**src/rtl/coherence_ctrl_if.sv**
```systemverilog
// Bus bundle between the two dcaches, the RAM port and the coherence controller.
// Index 0/1 on every per-core field selects the core.
interface coherence_ctrl_if;
    logic [1:0]       dREN;
    logic [1:0]       dWEN;
    logic [1:0][31:0] daddr;
    logic [1:0][31:0] dstore;
    logic [1:0]       cctrans;
    logic [1:0]       ccwrite;
    logic [1:0]       dwait;
    logic [1:0][31:0] dload;
    logic [1:0]       ccwait;
    logic [1:0]       ccinv;
    logic [1:0][31:0] ccsnoopaddr;
    logic             ramREN;
    logic             ramWEN;
    logic [31:0]      ramaddr;
    logic [31:0]      ramstore;
    logic [31:0]      ramload;
    logic             ramready;

    // master: the caches plus RAM; slave: the coherence controller
    modport master (
        output dREN, dWEN, daddr, dstore, cctrans, ccwrite, ramload, ramready,
        input  dwait, dload, ccwait, ccinv, ccsnoopaddr, ramREN, ramWEN, ramaddr, ramstore
    );
    modport slave (
        input  dREN, dWEN, daddr, dstore, cctrans, ccwrite, ramload, ramready,
        output dwait, dload, ccwait, ccinv, ccsnoopaddr, ramREN, ramWEN, ramaddr, ramstore
    );
endinterface

```
**src/rtl/coherence_ctrl.sv**
```systemverilog
// Snooping coherence controller for two dcaches sharing one RAM port.
// Arbitrates writebacks over miss fills, snoops the other cache, and forwards dirty data cache-to-cache.
module coherence_ctrl (
    input  logic             CLK,
    input  logic             nRST,
    coherence_ctrl_if.slave  bus
);
    typedef enum logic [2:0] {IDLE, WB, SNOOP, C2C1, C2C2, RD1, RD2} state_t;

    state_t     state, next_state;
    logic       req, req_n;
    logic       last, last_n;
    logic       inv, inv_n;
    logic       dirty, dirty_n;
    logic       oth;
    logic [1:0] wb_el, rd_el;
    logic       wb_gnt, rd_gnt;

    // Tie goes to the core that was not granted last.
    function automatic logic pick(input logic [1:0] el, input logic lst);
        return (el == 2'b11) ? ~lst : el[1];
    endfunction

    assign oth    = ~req;
    assign wb_el  = bus.dWEN;
    assign rd_el  = bus.dREN & bus.cctrans;
    assign wb_gnt = pick(wb_el, last);
    assign rd_gnt = pick(rd_el, last);

    always_ff @(posedge CLK or negedge nRST) begin
        if (!nRST) begin
            state <= IDLE;
            req   <= 1'b0;
            last  <= 1'b1;
            inv   <= 1'b0;
            dirty <= 1'b0;
        end else begin
            state <= next_state;
            req   <= req_n;
            last  <= last_n;
            inv   <= inv_n;
            dirty <= dirty_n;
        end
    end

    always_comb begin
        next_state      = state;
        req_n           = req;
        last_n          = last;
        inv_n           = inv;
        dirty_n         = dirty;
        bus.dwait       = 2'b11;
        bus.dload       = '0;
        bus.ccwait      = '0;
        bus.ccinv       = '0;
        bus.ccsnoopaddr = '0;
        bus.ramREN      = 1'b0;
        bus.ramWEN      = 1'b0;
        bus.ramaddr     = '0;
        bus.ramstore    = '0;

        case (state)
            IDLE: begin
                if (|wb_el) begin
                    req_n      = wb_gnt;
                    last_n     = wb_gnt;
                    next_state = WB;
                end else if (|rd_el) begin
                    req_n      = rd_gnt;
                    last_n     = rd_gnt;
                    inv_n      = bus.ccwrite[rd_gnt];
                    next_state = SNOOP;
                end
            end

            // Streams words while the writer holds dWEN; the drop cycle issues no RAM write.
            WB: begin
                bus.ramWEN     = bus.dWEN[req];
                bus.ramaddr    = bus.daddr[req];
                bus.ramstore   = bus.dstore[req];
                bus.dwait[req] = ~(bus.ramready & bus.dWEN[req]);
                if (!bus.dWEN[req])
                    next_state = IDLE;
            end

            SNOOP: begin
                bus.ccwait[oth]      = 1'b1;
                bus.ccsnoopaddr[oth] = bus.daddr[req];
                bus.ccinv[oth]       = inv;
                dirty_n              = bus.cctrans[oth];
                next_state           = bus.cctrans[oth] ? C2C1 : RD1;
            end

            // Snooper's writeback goes to RAM and to the requester in the same word.
            C2C1, C2C2: begin
                bus.ccwait[oth]      = 1'b1;
                bus.ccsnoopaddr[oth] = bus.daddr[req];
                bus.ccinv[oth]       = inv;
                bus.ramWEN           = bus.dWEN[oth];
                bus.ramaddr          = bus.daddr[oth];
                bus.ramstore         = bus.dstore[oth];
                bus.dload[req]       = bus.dstore[oth];
                if (bus.ramready) begin
                    bus.dwait  = 2'b00;
                    next_state = (state == C2C1) ? C2C2 : IDLE;
                end
            end

            RD1, RD2: begin
                if (state == RD1) begin
                    bus.ccwait[oth]      = 1'b1;
                    bus.ccsnoopaddr[oth] = bus.daddr[req];
                    bus.ccinv[oth]       = inv;
                end
                bus.ramREN     = 1'b1;
                bus.ramaddr    = bus.daddr[req];
                bus.dload[req] = bus.ramload;
                if (bus.ramready) begin
                    bus.dwait[req] = 1'b0;
                    next_state     = (state == RD1) ? RD2 : IDLE;
                end
            end

            default: next_state = IDLE;
        endcase
    end
endmodule

```
**src/flat_wrapper.sv**
```systemverilog
// flat-port wrapper written by rule: the top's interface ports become plain ports
module coherence_ctrl_flat 
  (CLK, nRST, bus_dREN, bus_dWEN, bus_daddr, bus_dstore, bus_cctrans, bus_ccwrite, bus_ramload, bus_ramready, bus_dwait, bus_dload, bus_ccwait, bus_ccinv, bus_ccsnoopaddr, bus_ramREN, bus_ramWEN, bus_ramaddr, bus_ramstore);
  coherence_ctrl_if bus_i ();
  input  logic CLK;
  input  logic nRST;
  input wire logic [$bits(bus_i.dREN)-1:0] bus_dREN;
  input wire logic [$bits(bus_i.dWEN)-1:0] bus_dWEN;
  input wire logic [$bits(bus_i.daddr)-1:0] bus_daddr;
  input wire logic [$bits(bus_i.dstore)-1:0] bus_dstore;
  input wire logic [$bits(bus_i.cctrans)-1:0] bus_cctrans;
  input wire logic [$bits(bus_i.ccwrite)-1:0] bus_ccwrite;
  input wire logic [$bits(bus_i.ramload)-1:0] bus_ramload;
  input wire logic [$bits(bus_i.ramready)-1:0] bus_ramready;
  output wire logic [$bits(bus_i.dwait)-1:0] bus_dwait;
  output wire logic [$bits(bus_i.dload)-1:0] bus_dload;
  output wire logic [$bits(bus_i.ccwait)-1:0] bus_ccwait;
  output wire logic [$bits(bus_i.ccinv)-1:0] bus_ccinv;
  output wire logic [$bits(bus_i.ccsnoopaddr)-1:0] bus_ccsnoopaddr;
  output wire logic [$bits(bus_i.ramREN)-1:0] bus_ramREN;
  output wire logic [$bits(bus_i.ramWEN)-1:0] bus_ramWEN;
  output wire logic [$bits(bus_i.ramaddr)-1:0] bus_ramaddr;
  output wire logic [$bits(bus_i.ramstore)-1:0] bus_ramstore;
  assign bus_i.dREN = bus_dREN;
  assign bus_i.dWEN = bus_dWEN;
  assign bus_i.daddr = bus_daddr;
  assign bus_i.dstore = bus_dstore;
  assign bus_i.cctrans = bus_cctrans;
  assign bus_i.ccwrite = bus_ccwrite;
  assign bus_i.ramload = bus_ramload;
  assign bus_i.ramready = bus_ramready;
  assign bus_dwait = bus_i.dwait;
  assign bus_dload = bus_i.dload;
  assign bus_ccwait = bus_i.ccwait;
  assign bus_ccinv = bus_i.ccinv;
  assign bus_ccsnoopaddr = bus_i.ccsnoopaddr;
  assign bus_ramREN = bus_i.ramREN;
  assign bus_ramWEN = bus_i.ramWEN;
  assign bus_ramaddr = bus_i.ramaddr;
  assign bus_ramstore = bus_i.ramstore;
  coherence_ctrl u_core (.CLK(CLK), .nRST(nRST), .bus(bus_i));
endmodule
```
**config.mk**
```make
export PLATFORM = sky130hd
export DESIGN_NAME = coherence_ctrl_flat
export DESIGN_NICKNAME = d
export VERILOG_FILES = /design/src/rtl/coherence_ctrl_if.sv /design/src/rtl/coherence_ctrl.sv /design/src/flat_wrapper.sv
export SDC_FILE = /design/constraint.sdc
export NUM_CORES = 1
export LEC_CHECK = 0
export CAP_MARGIN = 20
export CORE_AREA = 2 2 143 145
export CTS_CLUSTER_DIAMETER = 100
export DETAILED_ROUTE_END_ITERATION = 7
export DIE_AREA = 0 0 145 147
export GPL_ROUTABILITY_DRIVEN = 1
export PLACE_DENSITY = 0.56
export SLEW_MARGIN = 40
export SYNTH_ARGS = -nofsm -noshare
export SYNTH_HDL_FRONTEND = slang
export SYNTH_SLANG_ARGS = --single-unit
```
**constraint.sdc**
```tcl
create_clock -name CLK -period 1.8 [get_ports CLK]
set_input_delay 0.36 -clock CLK [delete_from_list [all_inputs] [get_ports CLK]]
set_output_delay 0.36 -clock CLK [all_outputs]
set_load 0.005 [all_outputs]
```
## After elaboration in Yosys (flattened, before gate mapping)

Cells that the tools add are included.

| operators by class | value |
|---|---|
| magnitude comparators | 5 |
| equal/unequal tests | 12 |
| muxes and demuxes | 51 |
| bitwise logic cells | 12 |
| reduce and logical (&&, ||, !) cells | 13 |

Operator list:

| cell | count |
|---|---|
| $mux W32 | 10 |
| $pmux W64 S2 | 2 |
| $and A64 B64 Y64 | 3 |
| $pmux W32 S2 | 2 |
| $demux W32 S1 | 2 |
| $mux W64 | 1 |
| $mux W3 | 8 |
| $mux W1 | 15 |
| $pmux W3 S5 | 1 |
| $eq A3 B3 Y1 const B | 3 |
| $mux W2 | 4 |
| $pmux W2 S2 | 2 |
| $reduce_or A2 Y1 | 4 |
| $eq A3 B2 Y1 const B | 2 |
| $lt A1 B2 Y1 const B | 3 |
| $ne A2 B2 Y1 const B | 3 |
| $pmux W2 S3 | 1 |
| $reduce_or A3 Y1 | 2 |
| $and A2 B2 Y2 | 2 |
| $eq A2 B2 Y1 const B | 2 |
| $not A1 Y1 | 4 |
| $reduce_and A4 Y1 | 1 |
| $eq A3 B1 Y1 const B | 1 |
| $logic_not A3 Y1 | 1 |
| 11 further kinds | 14 |

| storage, ports and cells | value |
|---|---|
| register bits | 6 |
| bits of input ports | 171 |
| word-level logic and storage cells | 97 |

## Logic depth before layout (Yosys ltp)

Gate-level depths: netlist of the first run.

| logic depth | value |
|---|---|
| depth after elaboration | 8 |
| mapped depth | 7 |

## Least setup slack after synthesis of the first run

No wires, ideal clock.

| timing path | value |
|---|---|
| kind | register to output |
| start | register u_core.state[0] |
| end | output port bus_ramaddr[10] |
| arrival | 1.470 ns |
| path slack | -0.030 ns |
| cell stages (with the launch flop) | 8 |
| path buffers | 3 |
| cells stage by stage | dfrtp_1 > buf_2 > and2_1 > o2bb2ai_4 > buf_6 > buf_2 > a221oi_1 > nor2_1 |

| between the ends | value |
|---|---|
| cells in the longest elaborated chain, start to end | 3 |

RTL lines:

| item | line | source |
|---|---|---|
| from (decl) | coherence_ctrl.sv:10 | `state_t state, next_state;` |
| from (signal assigned) | coherence_ctrl.sv:38 | `state <= next_state;` |
| $eq A3 B1 Y1, or another cell as far along | coherence_ctrl.sv:62 | `case (state)` |
| $reduce_or A3 Y1 (no line) or $reduce_or A2 Y1 (tied branches) | n/a |  |
| $pmux W32 S2 * | coherence_ctrl.sv:62 |  |
| to (decl) | flat_wrapper.sv:22 | `output wire logic [$bits(bus_i.ramaddr)-1:0] bus_ramaddr;` |

Every way passes the cells marked *; elsewhere a longest branch is shown, timed or not.

## Worst setup path in the final report of the first run

| timing path | value |
|---|---|
| start | register u_core.state[1] |
| end | output port bus_ramstore[20] |

| between the ends | value |
|---|---|
| cells in the longest elaborated chain, start to end | 3 |

RTL lines:

| item | line | source |
|---|---|---|
| $eq A3 B3 Y1 or $eq A3 B2 Y1 (tied branches) | coherence_ctrl.sv:62 |  |
| $reduce_or A2 Y1 | coherence_ctrl.sv:62 |  |
| $pmux W32 S2 * | coherence_ctrl.sv:62 |  |
| to (decl) | flat_wrapper.sv:23 | `output wire logic [$bits(bus_i.ramstore)-1:0] bus_ramstore;` |

Marked as above.

==> run metrics, run 1 <==
status=finished, violations left; worst-path fanout max=7; data arrival time of the worst path=2.03 ns; Root Driver=clkbuf_16; failing checks=negative setup slack; H-tree depth=1; R2R depth=7; routability congestion estimate=~0.93; Syn-to-layout area delta=231%; Slew @ Worst Pin=between 0.3 and 0.4 ns; synthesized area per cell=5.87 um2; CTS tree=done; drt pass-1 iters=5; Avg WL per Cell=21.1 um; crit end category=output port; Horiz. Die Dim=around 150 um; grt ovf=0; RSZ-0062 raised after global routing=yes; Reg2Reg Capture Point=u_core.state[1]; clock network fraction of design power=under 10%; Worst Slack Setup Final=-0.588 ns; die area=21,300 um2; hold_ws=just under 0.4 ns; Routed Antenna Nets=0; total CTS buffers=3; Max Freq=between 0.4 and 0.5 GHz; Max-cap violations=0; Pins Over Slew Limit=0; ys flop type=dfrtp_1; CP peak stage delay=~0.44 ns; Flop pwr share=~1.5%; DR vias/cell=slightly above 5; Critical Path Most Common Cell=buf_8; vias in the first global route=6,633; layout cells sized above 1=between 60% and 70%; fin crit share=133%; CP max stage cell=dfrtp_2; Comb pwr share=approximately 97%; synth cell count leaders=nand2_1, a221oi_1, a21oi_1, and3_1, clkbuf_1; hold buffer count at CTS=0; CP Buf/Inv Count=5; Switching Fraction=approximately 45%; Starting Density=between 15 and 20%; Fin. Hold Viols=0; # fillers=around 1,800; P_int=between 10 and 15 mW; 1st-iter DRT viols=around 350; Power per Cell Area=between 1500 and 2000 nW/um2; Seq/Total Area, Yosys=roughly 4.6%; layout net count=1,231; clock buffer depth=2; CORE AREA=approximately 20,000 um2; Final Cell Area=11,000 um2; reg2reg setup slack=roughly 0.03 ns; Hold Crit Class=in2async; Die Ht=roughly 150 um; first-pass GRT wire length=~39,000 um; WL final=28,000 um; mapped cell area=approximately 3300 um2; Placed Area=about 8000 um2; Post-DP HPWL=around 17,000 um; ranking of synthesized cells by area=a221oi_1, nand2_1, and3_1; Setup Skew=~0.0016 ns; Setup-failing EPs final=198; Reg-to-Reg Start=u_core.state[1]; FP Rows=between 50 and 60; WP data required=1.44 ns; P_sw=about 9.8 mW; share of the synthesized area in the top cell type=roughly a quarter; Slew headroom=about 78%; Clk pin slew, worst setup/hold paths=roughly 0.04 ns; WS Path Type=reg2out; IO Pins=371; antenna violations before repair=0; Leak=just under 5 nW; worst skew pair latency=~0.23 ns; crit path time final=approximately 2.4 ns; most common cell in the synthesized netlist=nand2_1; Seq cells post-synth=6; DRC errors left=0; Ys Warns=0; asr flop ratio synth=100%; Peak VDD IR=about 1.0 mV; n_diodes=0; count of cell types in the netlist=between 40 and 50; cells after synthesis=567; CTS sink count=6; CP delay by family, top=buffers and inverters; cell breakdown of the critical path=and2_4, o2bb2ai_4, buf_12, buf_4, buf_8, buf_8, a221oi_2, a31oi_1, buf_2; number of port buffers=370; Post-synth EDFFs=0; all-layer global routing usage=between 20% and 30%; pin count of the biggest net entering global routing=43; DR vias=between 6,000 and 7,000; Syn Nets=between 700 and 800; area leader, netlist=a221oi_1; crit start category=flip-flop
cell type report:
class	instances	area, um2	area share, %
multi-input combinational	482	4630	42.0
sequential	6	158	1.43
inverter	4	27.5	0.250
clock buffer	4	78.8	0.715
tap	270	338	3.07
timing repair buffer	563	5790	52.6
cell usage in the layout (no fill, tap or decap), types with 8 or more instances in the layout:
cell,count
a21oi_1,11
a21oi_2,54
a221oi_2,82
a221oi_4,13
a31oi_1,33
and3_1,18
and3_4,48
buf_12,41
buf_16,17
buf_2,130
buf_4,55
buf_6,104
buf_8,21
clkbuf_16,8
clkbuf_2,19
clkdlybuf4s50_1,169
nand2_1,48
nand2_2,36
nand2_4,51
nor2_1,35
layer usage:
metal	vias to the layer above	track usage [%]	part of all wire, %
met5	-	0	0
met3	46	4.07	5.6
met1	3266	29.4	42
met4	0	5.94	2.3
li1	3207	-	-
met2	273	40.4	50
stage by stage:
| step | power (mW) | setup slack, ns | utilization, % | setup TNS (ns) | cells |
|---|---|---|---|---|---|
| 2_1_floorplan | 5.74 | 0.00143 | - | 0 | 567 |
| 3_3_place_gp | 13.7 | -0.616 | 40.5 | -94.32 | 1219 |
| 3_5_place_dp | 13.7 | -0.617 | 40.5 | -98.02 | 1219 |
| 4_1_cts | 19.9 | -0.569 | 51.4 | -82.64 | 1310 |
| 5_1_grt | 23.0 | -0.660 | 55.5 | -90.32 | 1329 |
| 6_report | 21.9 | -0.588 | 55.5 | -78.34 | 1329 |
worst reg2reg max path: stages, from the launching register on:
cell and delay (ns):
dfrtp_2 0.42, buf_6 0.12, buf_6 0.09, buf_4 0.14
or4bb_1 0.50, o221ai_2 0.09, a31oi_1 0.09, o32a_1 0.20
state kept, by name (all words and copies together) (netlist names):
signal,count
u_core.inv,1
u_core.last,1
u_core.req,1
u_core.state,3
what timing repair did:
action | 4_1_cts | 5_1_grt
gates resized for setup | 1094 | 258
pin swaps | 101 | 150
setup buffers | 65 | 33
cloned | 26 | 6
setup endpoints to repair | 200 | 201
how the worst max path moves through the flow:
stage	start	end	slack, ns	cells past startpoint
after floorplan	u_core.state[0]	bus_ramaddr[10]	0.001	6
after global placement	u_core.state[1]	bus_ramstore[27]	-0.62	7
after detailed placement	u_core.state[1]	bus_ramstore[27]	-0.62	7
after CTS	u_core.state[1]	bus_ramWEN	-0.57	7
after global routing	u_core.state[1]	bus_ramstore[20]	-0.66	9
final	u_core.state[1]	bus_ramstore[20]	-0.59	9
power groups by stage:
stage / Combinational [mW] / Clock [mW] / Sequential [mW]
detailed placement: 13.4 / 0 / 0.305
finish: 21.2 / 0.385 / 0.318
global route: 22.3 / 0.407 / 0.330
CTS: 19.2 / 0.384 / 0.313
floorplan: 5.50 / 0 / 0.241
global placement: 13.4 / 0 / 0.298
logic make-up (layout without fill, tap and decap cells):
logic type / Yosys count / in the layout / synth area share (%)
xor gates and xnor gates: 1 / 1 / 0.263
buffers and inverters: 79 / 571 / 10.9
muxes: 3 / 3 / 0.903
and+or+nand+nor: 252 / 252 / 34.8
AOI/OAI and AO/OA: 226 / 226 / 48.6
DFF: 6 / 6 / 4.55
Power figures use the tool's default switching activity.
==> run 2, diff against run 1 <==
--- a/config.mk
+++ b/config.mk
@@ -12,6 +12,7 @@
 export DIE_AREA = 0 0 145 147
 export GPL_ROUTABILITY_DRIVEN = 1
 export PLACE_DENSITY = 0.56
+export REMOVE_ABC_BUFFERS = 1
 export SLEW_MARGIN = 40
 export SYNTH_ARGS = -nofsm -noshare
 export SYNTH_HDL_FRONTEND = slang
==> run 2 against run 1 <==
Compared with the run above:
- the run still ends with negative setup slack left
- clock power shrank 2%
- hold slack gained 0.0034 ns
- first-iteration DRC count shrank 17%
- power shrank 21%
- sequential power is essentially flat
- die area is the same
- global-route usage shrank 2.1 points
- largest power group unchanged
- sequential cell count is the same
- clock-buffer cell count is the same
- combinational power shrank 22%
- largest cell class unchanged
- via count shrank 5.2%
==> run metrics, run 2 (synthesized netlist as in run 1, its figures left out) <==
top sig layer=met4; P_int=between 9 and 10 mW; failing checks=negative setup slack; P_sw=roughly 8 mW; Comb pwr share=95.9%; Clk pin slew, worst setup/hold paths=0.03 ns; Top reg by flops=u_core.state; grt ovf=0; fin crit share=135%; RSZ-0062 raised after global routing=yes; WP data required=approximately 1.4 ns; status=finished, violations left; Max Freq=between 0.4 and 0.5 GHz; layout cells sized above 1=between 40% and 50%; Hold Crit Class=in2async; commonest non-fill, non-tap cells in the layout=clkdlybuf4s50_1, nand2_1, a221oi_2; number of port buffers=between 300 and 400; crit path time final=2.43 ns; Starting Density=approximately 17%; Peak VDD IR=0.846 mV; Setup-failing EPs final=200; die area=about 21,000 um2; FP Rows=52; DR vias/cell=about 5.1; Post-DP HPWL=16,700 um; crit start category=flip-flop; routability congestion estimate=about 0.97; Leak=~4.3 nW; vias in the first global route=about 6,200; WL final=between 20,000 and 25,000 um; Syn-to-layout area delta=184%; DR WL met3=1270 um; Slew @ Worst Pin=~0.35 ns; all-layer global routing usage=20.9%; met1 WL=10,600 um; drt pass-1 iters=4; most common cell after layout, fill and taps aside=clkdlybuf4s50_1; hold buffer count at CTS=0; # fillers=a little under 2,000; Setup Skew=approximately 0.0022 ns; antenna violations before repair=0; DR vias=around 6,400; Flop pwr share=1.9%; pin count of the biggest net entering global routing=between 50 and 60; IO Pins=371; Horiz. Die Dim=approximately 150 um; 1st-iter DRT viols=about 290; first-pass GRT wire length=36,500 um; Worst Slack Setup Final=-0.633 ns; final core occ=a little under half; Switching Fraction=a little under half; reg2reg setup slack=around 0.010 ns; Die Ht=between 100 and 150 um; clock buffer depth=2; Avg WL per Cell=~20 um; WS Path Type=reg2out; total CTS buffers=3; Max-cap violations=0; Slew headroom=76.3%; data arrival time of the worst path=approximately 2.1 ns; WL met2=12,500 um; Largest register FFs=3; CTS sink count=6; CORE AREA=roughly 20,000 um2; Fin. Hold Viols=0; H-tree depth=1; crit end category=output port; worst skew pair latency=around 0.23 ns; Design Power=~17 mW; Root Driver=clkbuf_16; Routed Antenna Nets=0; clock network fraction of design power=about 2.2%; Power per Cell Area=approximately 1800 nW/um2; pre-CTS WS=-0.630 ns; DRC errors left=0; n_diodes=0; Pins Over Slew Limit=0; CTS tree=done; worst-path fanout max=10; layout net count=~1,200
-- run 2: cell types whose count changed in the layout (fill, tap and decap cells not counted), moves of 15 or more --
cell | before | now
a21oi_1 | 11 | 39
dlymetal6s2s_1 | 0 | 27
nand2_2 | 36 | 16
and3_1 | 18 | 63
buf_8 | 21 | 6
a21oi_2 | 54 | 27
buf_2 | 130 | 66
nand2_1 | 48 | 119
clkdlybuf4s15_2 | 0 | 21
dlygate4sd2_1 | 1 | 24
nand2_4 | 51 | 1
buf_6 | 104 | 14
and3_4 | 48 | 3
clkdlybuf4s50_1 | 169 | 208
-- run 2: layer usage --
metal	track usage (%)	vias up
li1	-	3072
met1	26.4	3071
met2	37.8	262
met3	2.58	35
met4	5.40	0
met5	0	-
-- run 2: path summary, 6_finish.rpt --
path	startpoint	endpoint	cells past startpoint
min in group CLK	u_core.inv	u_core.inv	2
setup reg to reg	u_core.req	u_core.state[1]	6
hold / removal	nRST	u_core.state[0]	1
max in group asynchronous	nRST	u_core.last	1
setup / recovery	u_core.state[1]	bus_ramaddr[29]	8
hold reg to reg	u_core.inv	u_core.inv	2
-- run 2: worst max-delay path, cell delays in order (launching register included) --
cell           delay (ns)
dfrtp_2              0.43
and2_4               0.18
o2bb2ai_4            0.12
buf_12               0.13
buf_12               0.15
clkbuf_16            0.17
a221oi_2             0.29
nor2_1               0.07
dlygate4sd2_1        0.26
-- run 2: final cells by class --
class	instances	area [um2]	share of cell area, %
flip-flops and latches	6	158	1.67
clock buffers	4	78.8	0.836
repair buffers	499	5090	54.0
multi-input cells	482	3750	39.8
inverters	4	15.0	0.159
well taps	270	338	3.58
-- run 2: metrics by stage --
| stage | area (um2) | hold WS [ns] | std cells | setup TNS, ns |
|---|---|---|---|---|
| after floorplan | 2980 | 0.0644 | 492 | -576.74 |
| after global placement | 7900 | 0.531 | 1213 | -81.18 |
| after detailed placement | 7900 | 0.533 | 1213 | -82.91 |
| after CTS | 9050 | 0.395 | 1252 | -96.81 |
| after global routing | 9430 | 0.419 | 1265 | -102.72 |
| final | 9430 | 0.398 | 1265 | -89.21 |
-- run 2: power groups by stage --
stage / clock (mW) / combinational [mW] / sequential (mW)
after global routing: 0.390 / 17.5 / 0.333
after floorplan: 0 / 4.23 / 0.581
after CTS: 0.386 / 15.2 / 0.310
after global placement: 0 / 13.0 / 0.305
after detailed placement: 0 / 13.0 / 0.304
final: 0.378 / 16.5 / 0.320
-- run 2: repair_timing --
action | in CTS | in global routing
gates resized for setup | 535 | 116
setup endpoints to repair | 200 | 204
cloned | 11 | 6
pin swaps | 30 | 40
buffers inserted | 24 | 8
==> run 3, diff against run 2 <==
--- a/config.mk
+++ b/config.mk
@@ -13,6 +13,7 @@
 export GPL_ROUTABILITY_DRIVEN = 1
 export PLACE_DENSITY = 0.56
 export REMOVE_ABC_BUFFERS = 1
+export SETUP_SLACK_MARGIN = 0.05
 export SLEW_MARGIN = 40
 export SYNTH_ARGS = -nofsm -noshare
 export SYNTH_HDL_FRONTEND = slang
==> run 3 against run 2 <==
Compared with the run above:
- the run still ends with negative setup slack left
- fmax rose by 0.32%
- non-clock buffer count rose by 6
- cell count rose by 0.47%
- setup slack improved by 0.0078 ns
- critical path depth did not move
- combinational power barely moved
- first-iteration DRC count fell by 8.2%
- clock power barely moved
- utilization rose by 0.70 points
- hold slack got worse by 0.0090 ns
- via count rose by 1.3%
- design area rose by 1.5%
==> run metrics, run 3 (synthesized netlist as in run 1, its figures left out) <==
status=finished, violations left; Max-cap violations=0; Comb pwr share=96.0%; Post-DP HPWL=about 17,000 um; drt pass-1 iters=5; CP peak stage delay=around 0.43 ns; grt ovf=0; hold_ws=0.389 ns; met3 Use GR=2.58%; Syn-to-layout area delta=188%; Root Driver=clkbuf_16; P_int=~9.4 mW; Largest register FFs=3; P_sw=between 7 and 8 mW; hold buffer count at CTS=0; antenna violations before repair=0; Setup-failing EPs final=200; Top Usage Layer GRT=met2; failing checks=negative setup slack; die area=between 20,000 and 25,000 um2; WP data required=between 1 and 1.5 ns; H-tree depth=1; Slew headroom=approximately 76%; Critical Path Most Common Cell=buf_12; Max Freq=around 0.4 GHz; FP Rows=52; Top reg by flops=u_core.state; crit end category=output port; routability congestion estimate=0.971; Die Ht=~150 um; WL final=around 25,000 um; cell breakdown of the critical path=and2_4, o2bb2ai_4, buf_12, buf_12, clkbuf_16, a221oi_2, nor2_1, dlygate4sd2_1; commonest non-fill, non-tap cells in the layout=clkdlybuf4s50_1, nand2_1, a221oi_2; CORE AREA=slightly below 20,000 um2; WS Path Type=reg2out; Worst Slack Setup Final=-0.625 ns; Layout Cells excl Fill=about 1,300; M1 GR Usage=between 20% and 30%; Hold Crit Class=in2async; DRC errors left=0; Pins Over Slew Limit=0; Horiz. Die Dim=about 150 um; worst-path fanout max=10; Fin. Hold Viols=0; clock network fraction of design power=2.2%; Routed Antenna Nets=0; Switching Fraction=45.9%; crit start category=flip-flop; Clk pin slew, worst setup/hold paths=about 0.03 ns; data arrival time of the worst path=around 2.1 ns; total CTS buffers=3; CP Buf/Inv Count=4; Peak VDD IR=about 0.76 mV; Slew @ Worst Pin=around 0.35 ns; fin crit share=135%; DR vias=~6,500; vias in the first global route=about 6,200; CP max stage cell=dfrtp_2; number of port buffers=between 300 and 400; clock buffer depth=2; Avg WL per Cell=around 20 um; all-layer global routing usage=between 20% and 30%; Starting Density=between 10% and 20%; n_diodes=0; layout cells sized above 1=between 40% and 50%; IO Pins=371; worst skew pair latency=roughly 0.23 ns; DR vias/cell=just over 5; crit path time final=between 2 and 2.5 ns; placed insts=about 1,200; Flop pwr share=between 1.5 and 2%; first-pass GRT wire length=36,500 um; Setup Skew=around 0.0019 ns; RSZ-0062 raised after global routing=yes; pin count of the biggest net entering global routing=53; layout net count=1,173; 1st-iter DRT viols=270; most common cell after layout, fill and taps aside=clkdlybuf4s50_1; Design Power=approximately 17 mW; CP delay by family, top=buffers and inverters; grt met2 use=37.8%; Leak=roughly 4.5 nW; Power per Cell Area=~1800 nW/um2; CTS tree=done; CTS sink count=6
run 3: metrics by stage:
stage | setup slack, ns | cell area (um2) | util, % | TNS [ns]
final | -0.625 | 9570 | 48.2 | -82.36
after global placement | -0.631 | 7900 | 39.8 | -81.18
after CTS | -0.593 | 9050 | 45.6 | -96.81
after global routing | -0.666 | 9570 | 48.2 | -95.14
after floorplan | -3.80 | 2980 | - | -576.74
after detailed placement | -0.630 | 7900 | 39.8 | -82.91
run 3: timing repair:
action                                  4_1_cts  5_1_grt
cloned                                       11        6
buffers inserted                             24       14
gates resized for setup                     535      159
pin swaps                                    30       54
endpoints found under the setup margin      202      206
run 3: worst reg2reg max path, stage by stage (launching register included):
cell	delay (ns)
dfrtp_4	0.44
buf_12	0.27
mux2i_1	0.28
buf_4	0.14
o221ai_1	0.13
a31oi_1	0.24
o32a_1	0.21
run 3: area by class of cell:
class                           count  area (um2)
Inverter                            4        15.0
Sequential cell                     6         158
Multi-Input combinational cell    482        3840
Tap cell                          270         338
Clock buffer                        4        78.8
Timing Repair Buffer              505        5140
Fill cell                        1956       10300
run 3: path summary, 6_finish.rpt:
check	from	slack [ns]	end	cells after the start
max reg2reg	u_core.req	0	u_core.state[1]	6
min reg2reg	u_core.inv	0.53	u_core.inv	2
min	nRST	0.39	u_core.state[0]	1
max in group asynchronous	nRST	1.12	u_core.last	1
min in group CLK	u_core.inv	0.53	u_core.inv	2
max	u_core.state[1]	-0.63	bus_ramaddr[29]	8
run 3: power groups by stage:
stage	Clock (mW)	Sequential, mW	Combinational, mW
after detailed placement	0	0.304	13.0
after floorplan	0	0.581	4.23
after global placement	0	0.305	13.0
final	0.377	0.320	16.6
after global routing	0.390	0.333	17.7
after CTS	0.386	0.310	15.2
run 3: layer usage:
layer / share of wire (%) / up-vias
li1: - / 3086
met1: 42 / 3127
met2: 50 / 273
met3: 5.3 / 39
met4: 2.2 / 0
met5: 0 / -
